$ cat config.mk
export PLATFORM = sky130hd
export DESIGN_NAME = switch_out_arbiter
export DESIGN_NICKNAME = d
export VERILOG_FILES = /design/src/rtl/switch_out_arbiter.sv
export SDC_FILE = /design/constraint.sdc
export NUM_CORES = 1
export LEC_CHECK = 0
export ABC_CLOCK_PERIOD_IN_PS = 5300
export CAP_MARGIN = 20
export CORE_AREA = 2 2 39 41
export DETAILED_ROUTE_END_ITERATION = 7
export DIE_AREA = 0 0 41 43
export DONT_BUFFER_PORTS = 1
export PLACE_DENSITY = 0.64
export SYNTH_ARGS = -nofsm -noshare
export SYNTH_HDL_FRONTEND = slang
export SYNTH_SLANG_ARGS = --single-unit
$ cat constraint.sdc
create_clock -name clk -period 5.3 [get_ports clk]
set_input_delay 1.06 -clock clk [delete_from_list [all_inputs] [get_ports clk]]
set_output_delay 1.06 -clock clk [all_outputs]
set_load 0.005 [all_outputs]
$ cat src/rtl/switch_out_arbiter.sv
// Output-port grant arbiter: wormhole-locked one-hot grant with tail/idle-timeout release.
// Define SWITCH_ARB_ROUND_ROBIN_EN for rotating priority; default build is fixed priority.
module switch_out_arbiter #(
   parameter int PORTS        = 5,
   parameter int IDLE_TIMEOUT = 16
) (
   input  logic             clk,
   input  logic             rst,
   input  logic [PORTS-1:0] requests,
   input  logic [PORTS-1:0] tails,
   input  logic             out_req,
   input  logic             out_ack,
   output logic [PORTS-1:0] grants,
   output logic             busy
);

   localparam int CNT_W = (IDLE_TIMEOUT > 0) ? $clog2(IDLE_TIMEOUT + 1) : 1;
   localparam logic [CNT_W-1:0] CNT_MAX = CNT_W'(IDLE_TIMEOUT);

   typedef enum logic {IDLE, GRANT} state_t;

   state_t           state, state_next;
   logic [PORTS-1:0] grants_next;
   logic [PORTS-1:0] winner;
   logic [CNT_W-1:0] stall_cnt, stall_next;
   logic             transfer, tail_xfer, owner_req, timeout;

`ifdef SWITCH_ARB_ROUND_ROBIN_EN
   localparam int IDX_W = $clog2(PORTS);
   logic [IDX_W-1:0] ptr;
   logic [IDX_W-1:0] win_idx;

   // Descending scan so the requester closest after ptr is written last and wins.
   always_comb begin
      winner  = '0;
      win_idx = '0;
      for (int k = PORTS; k >= 1; k--) begin
         if (requests[(int'(ptr) + k) % PORTS]) begin
            winner = '0;
            winner[(int'(ptr) + k) % PORTS] = 1'b1;
            win_idx = IDX_W'((int'(ptr) + k) % PORTS);
         end
      end
   end

   always_ff @(posedge clk or posedge rst) begin
      if (rst) begin
         ptr <= IDX_W'(PORTS - 1);
      end else if (state == IDLE && |requests) begin
         ptr <= win_idx;
      end
   end
`else
   always_comb begin
      winner = '0;
      for (int i = PORTS - 1; i >= 0; i--) begin
         if (requests[i]) begin
            winner    = '0;
            winner[i] = 1'b1;
         end
      end
   end
`endif

   assign transfer  = out_req & out_ack;
   assign tail_xfer = transfer & |(tails & grants);
   assign owner_req = |(requests & grants);
   assign busy      = |grants;

   always_comb begin
      stall_next = '0;
      if (state == GRANT && !transfer) begin
         stall_next = (stall_cnt == CNT_MAX) ? stall_cnt : stall_cnt + CNT_W'(1);
      end
   end

   // A deserted grant is dropped only once its owner has stopped requesting.
   assign timeout = (IDLE_TIMEOUT != 0) && (state == GRANT) && !owner_req &&
                    (stall_next == CNT_MAX);

   always_comb begin
      state_next  = state;
      grants_next = grants;
      case (state)
         IDLE: begin
            if (|requests) begin
               grants_next = winner;
               state_next  = GRANT;
            end
         end
         GRANT: begin
            if (tail_xfer || timeout) begin
               grants_next = '0;
               state_next  = IDLE;
            end
         end
         default: begin
            grants_next = '0;
            state_next  = IDLE;
         end
      endcase
   end

   always_ff @(posedge clk or posedge rst) begin
      if (rst) begin
         state     <= IDLE;
         grants    <= '0;
         stall_cnt <= '0;
      end else begin
         state     <= state_next;
         grants    <= grants_next;
         stall_cnt <= stall_next;
      end
   end

endmodule

# Yosys cells after proc, flatten, opt, wreduce, memory -nomap -nowiden
# Index checks and enable logic that the tools add are counted.
# totals
inputBits	14
reg_bits	11
elab_cells	37
# classes
n_reduce_logical	11
n_bitwise	5
n_addsub	1
mux	13
eq_ne	4
# op_table
cell	count
2-to-1 mux 5 bit	9
OR reduction 5 bit	4
bitwise AND 5 bit	2
equality test 5 bit (second input constant)	2
one-hot mux 5 bit (2 select lines)	1
adder 5 x 1 -> 5 bit (second input constant)	1
logical AND 1 bit	3
bitwise AND 1 bit	2
logical NOT 1 bit	2
2-to-1 mux 1 bit	2
!= test 2 x 1 -> 1 bit (second input constant)	1
!= test 2 bit (second input constant)	1
one-hot mux 1 bit (2 select lines)	1
AND reduction 2 bit	1
logical OR 1 bit	1
NOT 1 bit	1

# Logic depth before layout (Yosys ltp)
# Gate-level depths: netlist (run 1).
# logic_depth
ltp_word	9
depth_mapped	6

# Worst setup path after synthesis (run 1)
# OpenSTA, ideal clock, no wires.
# synth_timing
kind	input port to flip-flop
startpoint	input requests[0]
endpoint	register grants[4]
arrival_ns	1.990
stages	4
path_slack_ns	3.165
required_time_ns	5.155
n_path_buf	0
cell_sequence	a222oi_1 -> nand3_1 -> a311oi_2 -> o22ai_1
# synth_via
elab_chain_len	8
# synth_lines
element	line	text
start: declaration	9	input logic [PORTS-1:0] requests,
bitwise AND 5 bit	67	assign owner_req = |(requests & grants);
OR reduction 5 bit	67	
logical NOT 1 bit	78	assign timeout = (IDLE_TIMEOUT != 0) && (state == GRANT) && !owner_req &&
logical AND 1 bit (2 in series)	78	
logical OR 1 bit	92	if (tail_xfer || timeout) begin
!= test 2 x 1 -> 1 bit (no source line)	--	
AND reduction 2 bit (no source line)	--	
end signal: assignment	111	grants <= grants_next;
end: declaration	13	output logic [PORTS-1:0] grants,
# Parallel ways exist; a longest one is shown, timed or not. The select of a mux whose other input is x is not followed.
# A chain may end at the register's enable or synchronous reset.

# Final worst setup path (run 1)
# layout_timing
startpoint	register grants[4]
endpoint	output busy
# layout_via
elab_chain_len	1
# layout_lines
element	line	text
OR reduction 5 bit	68	assign busy = |grants;
end: declaration	14	output logic busy
# Every way passes these cells.

==> reports/metrics.yaml, run 1 <==
outcome:
  outcome: "complete, no violations"
sta:
  rsz0062_at_grt: "false"
  setup_violations: 0
  period_minus_slack_ps: 2070
  post-route-period-util_pct: 39.0
  finalMaxSlewViolations: 0
  hold_violations: 0
  tightest_slew_ps: 467
  finalSetupTns_ps: 0
  whs_ps: 586
  slew-limit-headroom_pct: 68.8
  fmax_ghz: 0.483
  clock_skew_ps: 2.12
place:
  place_area_um2: 701
  gp_congestion: 0.653
  place_inst: 92
  port_buffers: 0
  dp.final_hpwl_mm: 1.12
worst_setup_path:
  slowest_stage: "dfrtp_1"
  max_stage_delay_ps: 450
  start_kind: "flip-flop"
  critPathBufInv: 0
  r2r_slack_ps: 3350
  critPathMaxFanout: 6
  crit_family: "flip-flops"
  arrival_ps: 1010
  worstPathRequired_ps: 4240
  cp_cell_sequence: "nor3_1 -> nand2_1"
  critical_path_class: "reg -> out"
  end_kind: "primary output"
grt:
  grt_overflow: 0
  antenna_found_initial: 0
  grt_max_degree: 12
  grt_pass1_vias: 563
  grt_use_total_pct: 18.9
  grt_pass1_wl_mm: 2.26
detailed_routing:
  postRouteAntennaNets: 0
  vias: 590
  viasPerCell: 6.15
  drt_wl_total_mm: 1.53
  drc: 0
  drtIter0Drc: 18
  wl_per_cell_um: 15.9
  dr.pass1.iters: 4
cells_and_area:
  stdcell_count: 96
  fin_area_um2: 727
  area_growth_pct: 6.80
  final_cell_mix: "11 x nand2_1, 11 x dfrtp_1, 10 x nor2_1"
  drive_gt1_share_pct: 7.50
  nNetsFinal: 97
  antenna_cells: 0
clock_tree:
  numClockSinks: 11
  max-clock-path-buffers: 2
  path_clk_slew_ps: 70
  numCtsBuffers: 3
  cts_root_buffer: "clkbuf_4"
  cts_tree: "yes"
  insertion_delay_ps: 260
  postCtsHoldBufs: 0
  htree_levels: 1
  post_cts_resize_count: 0
  post_cts_buffers: 0
synthesis:
  synth_warnings: 0
  synth_area_um2: 681
  synth_cell_types: 28
  synth_flop_cell: "dfrtp_1"
  avgSynthCellArea_um2: 8.96
  postSynthCellCount: 76
  ys_seq_area_share_pct: 40.4
  synthArstFlopShare_pct: 100
  synth_edf_count: 0
  syn_nets: 92
  synth-seq-cells: 11
power_and_ir_drop:
  p_leak_nw: 0.303
  p_per_area_nw_per_um2: 477
  peakVddDrop_v: 0.000218
min_path:
  hold_path.class: "reg -> reg"
floorplan:
  die_x_um: 41
  initial_utilization_pct: 49.2
  boundaryPins: 20
  std_cell_rows: 14
  die_area_um2: 1760
  die_h_um: 43
  core-area_um2: 1380
run:
  drv_cap: 0
synthesized netlist by cell type (all sizes together) (2+ instances only):
master / n / share of area (%)
a21oi: 2 / 1.5
a22oi: 3 / 3.3
dfrtp: 11 / 40
ha: 2 / 3.7
inv: 5 / 2.8
mux2i: 2 / 2.9
nand2: 11 / 6.1
nand3: 3 / 2.9
nor2: 10 / 5.5
nor2b: 2 / 1.8
nor3: 2 / 1.5
o21ai: 2 / 1.5
o22ai: 5 / 4.6
or3: 2 / 1.8
xnor2: 2 / 2.6
xor2: 2 / 2.6
report_power, final:
| group | switching, mW | total [mW] | internal (mW) |
|---|---|---|---|
| sequential | 0.0503 | 0.164 | 0.114 |
| combinational | 0.0675 | 0.127 | 0.0593 |
| clock | 0.0271 | 0.0562 | 0.0291 |
| total | 0.145 | 0.347 | 0.202 |
logic make-up (layout without fill, tap and decap cells):
logic type	count (synthesis)	count (layout)	synth area share [%]
XOR/XNOR	4	4	5.15
AND/OR/NAND/NOR	33	33	24.6
multiplexers	2	2	2.94
flip-flops	11	11	40.4
adder cells (fa/ha/maj)	2	2	3.68
buffers and inverters	5	9	2.76
AO/OA/AOI/OAI	19	19	20.4
flip-flops by register name (all words and copies together) (netlist names):
register and flops:
state 1, stall_cnt 5, grants 5
path summary, 6_finish.rpt:
path	cells after the start	end	from
setup / recovery	2	busy	grants[4]$_DFFE_PP0P_
setup reg to reg	5	grants[4]$_DFFE_PP0P_	stall_cnt[0]$_DFF_PP0_
hold / removal	1	state$_DFF_PP0_	state$_DFF_PP0_
hold reg to reg	1	state$_DFF_PP0_	state$_DFF_PP0_
min in group asynchronous	1	grants[0]$_DFFE_PP0P_	rst
max in group asynchronous	1	stall_cnt[4]$_DFF_PP0_	rst
per-layer routing:
metal  part of all wire (%)  GRT usage (%)
met1                     42           22.2
met2                     49           30.6
met3                    8.4           3.66
met5                      0              0
met4                   0.66           10.0
cell type report:
class	count	area [µm²]
Tap cell	16	20.0
Sequential cell	11	275
Multi-Input combinational cell	60	387
Clock buffer	4	26.3
Inverter	5	18.8
Fill cell	134	657
per-stage QoR:
stage / util [%] / worst slack [ps] / total power [mW]
after floorplan: - / 3170 / 0.259
after global placement: 50.6 / 3070 / 0.287
after detailed placement: 50.6 / 3000 / 0.290
after CTS: 52.5 / 3220 / 0.349
after global routing: 52.5 / 3110 / 0.380
final: 52.5 / 3230 / 0.347
worst register-to-register path, stage by stage (launching register included):
cell,delay (ps)
dfrtp_1,430
ha_1,250
nand3_1,110
or3_1,340
a311oi_2,490
o22ai_1,180
No activity file was read; power rests on OpenSTA's default activity.
==> run 2, diff against run 1 <==
--- a/config.mk
+++ b/config.mk
@@ -5,13 +5,13 @@
 export SDC_FILE = /design/constraint.sdc
 export NUM_CORES = 1
 export LEC_CHECK = 0
-export ABC_CLOCK_PERIOD_IN_PS = 5300
+export ABC_CLOCK_PERIOD_IN_PS = 1800
 export CAP_MARGIN = 20
 export CORE_AREA = 2 2 39 41
 export DETAILED_ROUTE_END_ITERATION = 7
 export DIE_AREA = 0 0 41 43
 export DONT_BUFFER_PORTS = 1
-export PLACE_DENSITY = 0.64
+export PLACE_DENSITY = 0.67
 export SYNTH_ARGS = -nofsm -noshare
 export SYNTH_HDL_FRONTEND = slang
 export SYNTH_SLANG_ARGS = --single-unit
==> constraint.sdc (replaced) <==
create_clock -name clk -period 1.8 [get_ports clk]
set_input_delay 0.36 -clock clk [delete_from_list [all_inputs] [get_ports clk]]
set_output_delay 0.36 -clock clk [all_outputs]
set_load 0.005 [all_outputs]
==> reports/metrics.yaml, run 2 (synthesis gave the netlist of run 1 again) <==
outcome:
  outcome: "complete, no violations"  # unchanged
grt:
  grt_pass1_wl_mm: 2.57  # was 2.26 mm
  grt_use_total_pct: 21.9  # was 18.9%
  grt_overflow: 0  # unchanged
  grt_max_degree: 12  # unchanged
  grt_pass1_vias: 577  # was 563
  antenna_found_initial: 0  # unchanged
floorplan:
  boundaryPins: 20  # unchanged
  std_cell_rows: 14  # unchanged
  die_x_um: 41  # unchanged
  die_area_um2: 1760  # unchanged
  initial_utilization_pct: 49.2  # unchanged
  core-area_um2: 1380  # unchanged
  die_h_um: 43  # unchanged
worst_setup_path:
  critPathMaxFanout: 6  # unchanged
  cp_cell_sequence: "ha_4 -> nand3_4 -> or3_4 -> a311oi_4 -> o22ai_1"  # was nor3_1 -> nand2_1
  critPathBufInv: 0  # unchanged
  crit_family: "compound AO/OA/AOI/OAI gates"  # was flip-flops
  start_kind: "flip-flop"  # unchanged
  end_kind: "flip-flop"  # was primary output
  slowest_stage: "dfrtp_2"  # was dfrtp_1
  worstPathRequired_ps: 1950  # was 4240 ps
  arrival_ps: 1880  # was 1010 ps
  max_stage_delay_ps: 430  # was 450 ps
  critical_path_class: "reg -> reg"  # was reg -> out
detailed_routing:
  drc: 0  # unchanged
  viasPerCell: 6.02  # was 6.15
  dr.pass1.iters: 4  # unchanged
  wl_per_cell_um: 15.6  # was 15.9 µm
  postRouteAntennaNets: 0  # unchanged
  drt_wl_total_mm: 1.67  # was 1.53 mm
  drtIter0Drc: 19  # was 18
  vias: 644  # was 590
cells_and_area:
  drive_gt1_share_pct: 28.6  # was 7.50%
  stdcell_count: 107  # was 96
  nNetsFinal: 108  # was 97
  area_growth_pct: 27.2  # was 6.80%
  final_cell_mix: "11 x nand2_1, 10 x nor2_1, 10 x buf_4"  # was 11 x nand2_1, 11 x dfrtp_1, 10 x nor2_1
  final_common_cell: "nand2_1"
  fillers: 114  # was 134
  reg_top3: "grants (5), stall_cnt (5), state (1)"  # unchanged
  antenna_cells: 0  # unchanged
sta:
  setup_violations: 0  # unchanged
  period_minus_slack_ps: 1730
  clock_skew_ps: 7.79  # was 2.12 ps
  tightest_slew_ps: 409  # was 467 ps
  whs_ps: 264  # was 586 ps
  post-route-period-util_pct: 96.0
  slew-limit-headroom_pct: 72.7  # was 68.8%
  hold_violations: 0  # unchanged
  finalMaxSlewViolations: 0  # unchanged
  fmax_ghz: 0.579
place:
  gp_congestion: 0.808  # was 0.653
  dp.final_hpwl_mm: 1.19  # was 1.12 mm
  place_inst: 97  # was 92
  port_buffers: 0  # unchanged
clock_tree:
  insertion_delay_ps: 280  # was 260 ps
  numCtsBuffers: 3  # unchanged
  path_clk_slew_ps: 70  # about the same
  htree_levels: 1  # unchanged
  numClockSinks: 11  # unchanged
  max-clock-path-buffers: 2  # unchanged
  cts_root_buffer: "clkbuf_4"  # unchanged
  cts_tree: "yes"  # unchanged
run:
  drv_cap: 0  # unchanged
power_and_ir_drop:
  peakVddDrop_v: 0.000685  # was 0.000218 V
  p_leak_nw: 0.365  # was 0.303 nW
  p_per_area_nw_per_um2: 1390  # was 477 nW/µm²
min_path:
  hold_path.class: "in -> reg"  # was reg -> reg
run 2: changes by cell type in the layout (fill, tap and decap cells not counted), moves of 2 or more:
cell / before / now
ha_1: 2 / 0
buf_4: 0 / 10
dfrtp_2: 0 / 3
dfrtp_1: 11 / 8
run 2: path summary, 6_finish.rpt:
path / end / start / cells after the start / slack, ps
min in group asynchronous: grants[3]$_DFFE_PP0P_ / rst / 2 / 500
min: grants[1]$_DFFE_PP0P_ / requests[1] / 2 / 260
min reg2reg: state$_DFF_PP0_ / state$_DFF_PP0_ / 2 / 600
max in group asynchronous: stall_cnt[1]$_DFF_PP0_ / rst / 2 / 980
max: grants[4]$_DFFE_PP0P_ / stall_cnt[1]$_DFF_PP0_ / 5 / 70
max reg2reg: grants[4]$_DFFE_PP0P_ / stall_cnt[1]$_DFF_PP0_ / 5 / 70
run 2: power breakdown:
group	leakage [nW]	switching (mW)	internal, mW
Clock	0.0150	0.0881	0.0862
Sequential	0.138	0.117	0.340
Combinational	0.212	0.296	0.278
Total	0.365	0.501	0.705
run 2: final cells by class:
| type | instances | area (µm²) | share of cell area (%) |
|---|---|---|---|
| clock buffer | 4 | 26.3 | 3.03 |
| tap | 16 | 20.0 | 2.31 |
| timing repair buffer | 11 | 85.1 | 9.83 |
| multi-input combinational | 60 | 437 | 50.4 |
| sequential | 11 | 279 | 32.2 |
| inverter | 5 | 18.8 | 2.17 |
run 2: per-layer routing:
layer / wire length (µm) / global-route usage (%)
met3: 124 / 9.95
met4: 31 / 7.33
met1: 634 / 26.6
met2: 882 / 33.1
met5: 0 / 0
run 2: per-stage QoR:
| stage | total power [mW] | util (%) | area, µm² | setup TNS, ps | setup WS, ps |
|---|---|---|---|---|---|
| finish | 1.21 | 62.6 | 866 | 0 | 72.5 |
| CTS | 1.13 | 57.3 | 793 | 0 | 5.96 |
| detailed placement | 0.924 | 53.3 | 738 | -426 | -101 |
| global placement | 0.914 | 53.3 | 738 | -0.524 | -0.524 |
| global route | 1.32 | 62.6 | 866 | -27.5 | -27.5 |
| floorplan | 0.761 | - | 681 | 0 | 89.9 |
run 2: worst reg2reg max path: stages, from the launching register on:
cell and delay, ps:
dfrtp_2 430, ha_4 180, nand3_4 70, or3_4 350, a311oi_4 420, o22ai_1 150
run 2: what timing repair did:
item / CTS / global route
endpoints found under the hold margin: 11 / 0
pin swaps: 3 / 5
setup buffers: 1 / 4
gates resized for setup: 1 / 12
endpoints found under the setup margin: 6 / 6
hold buffers: 1 / 0
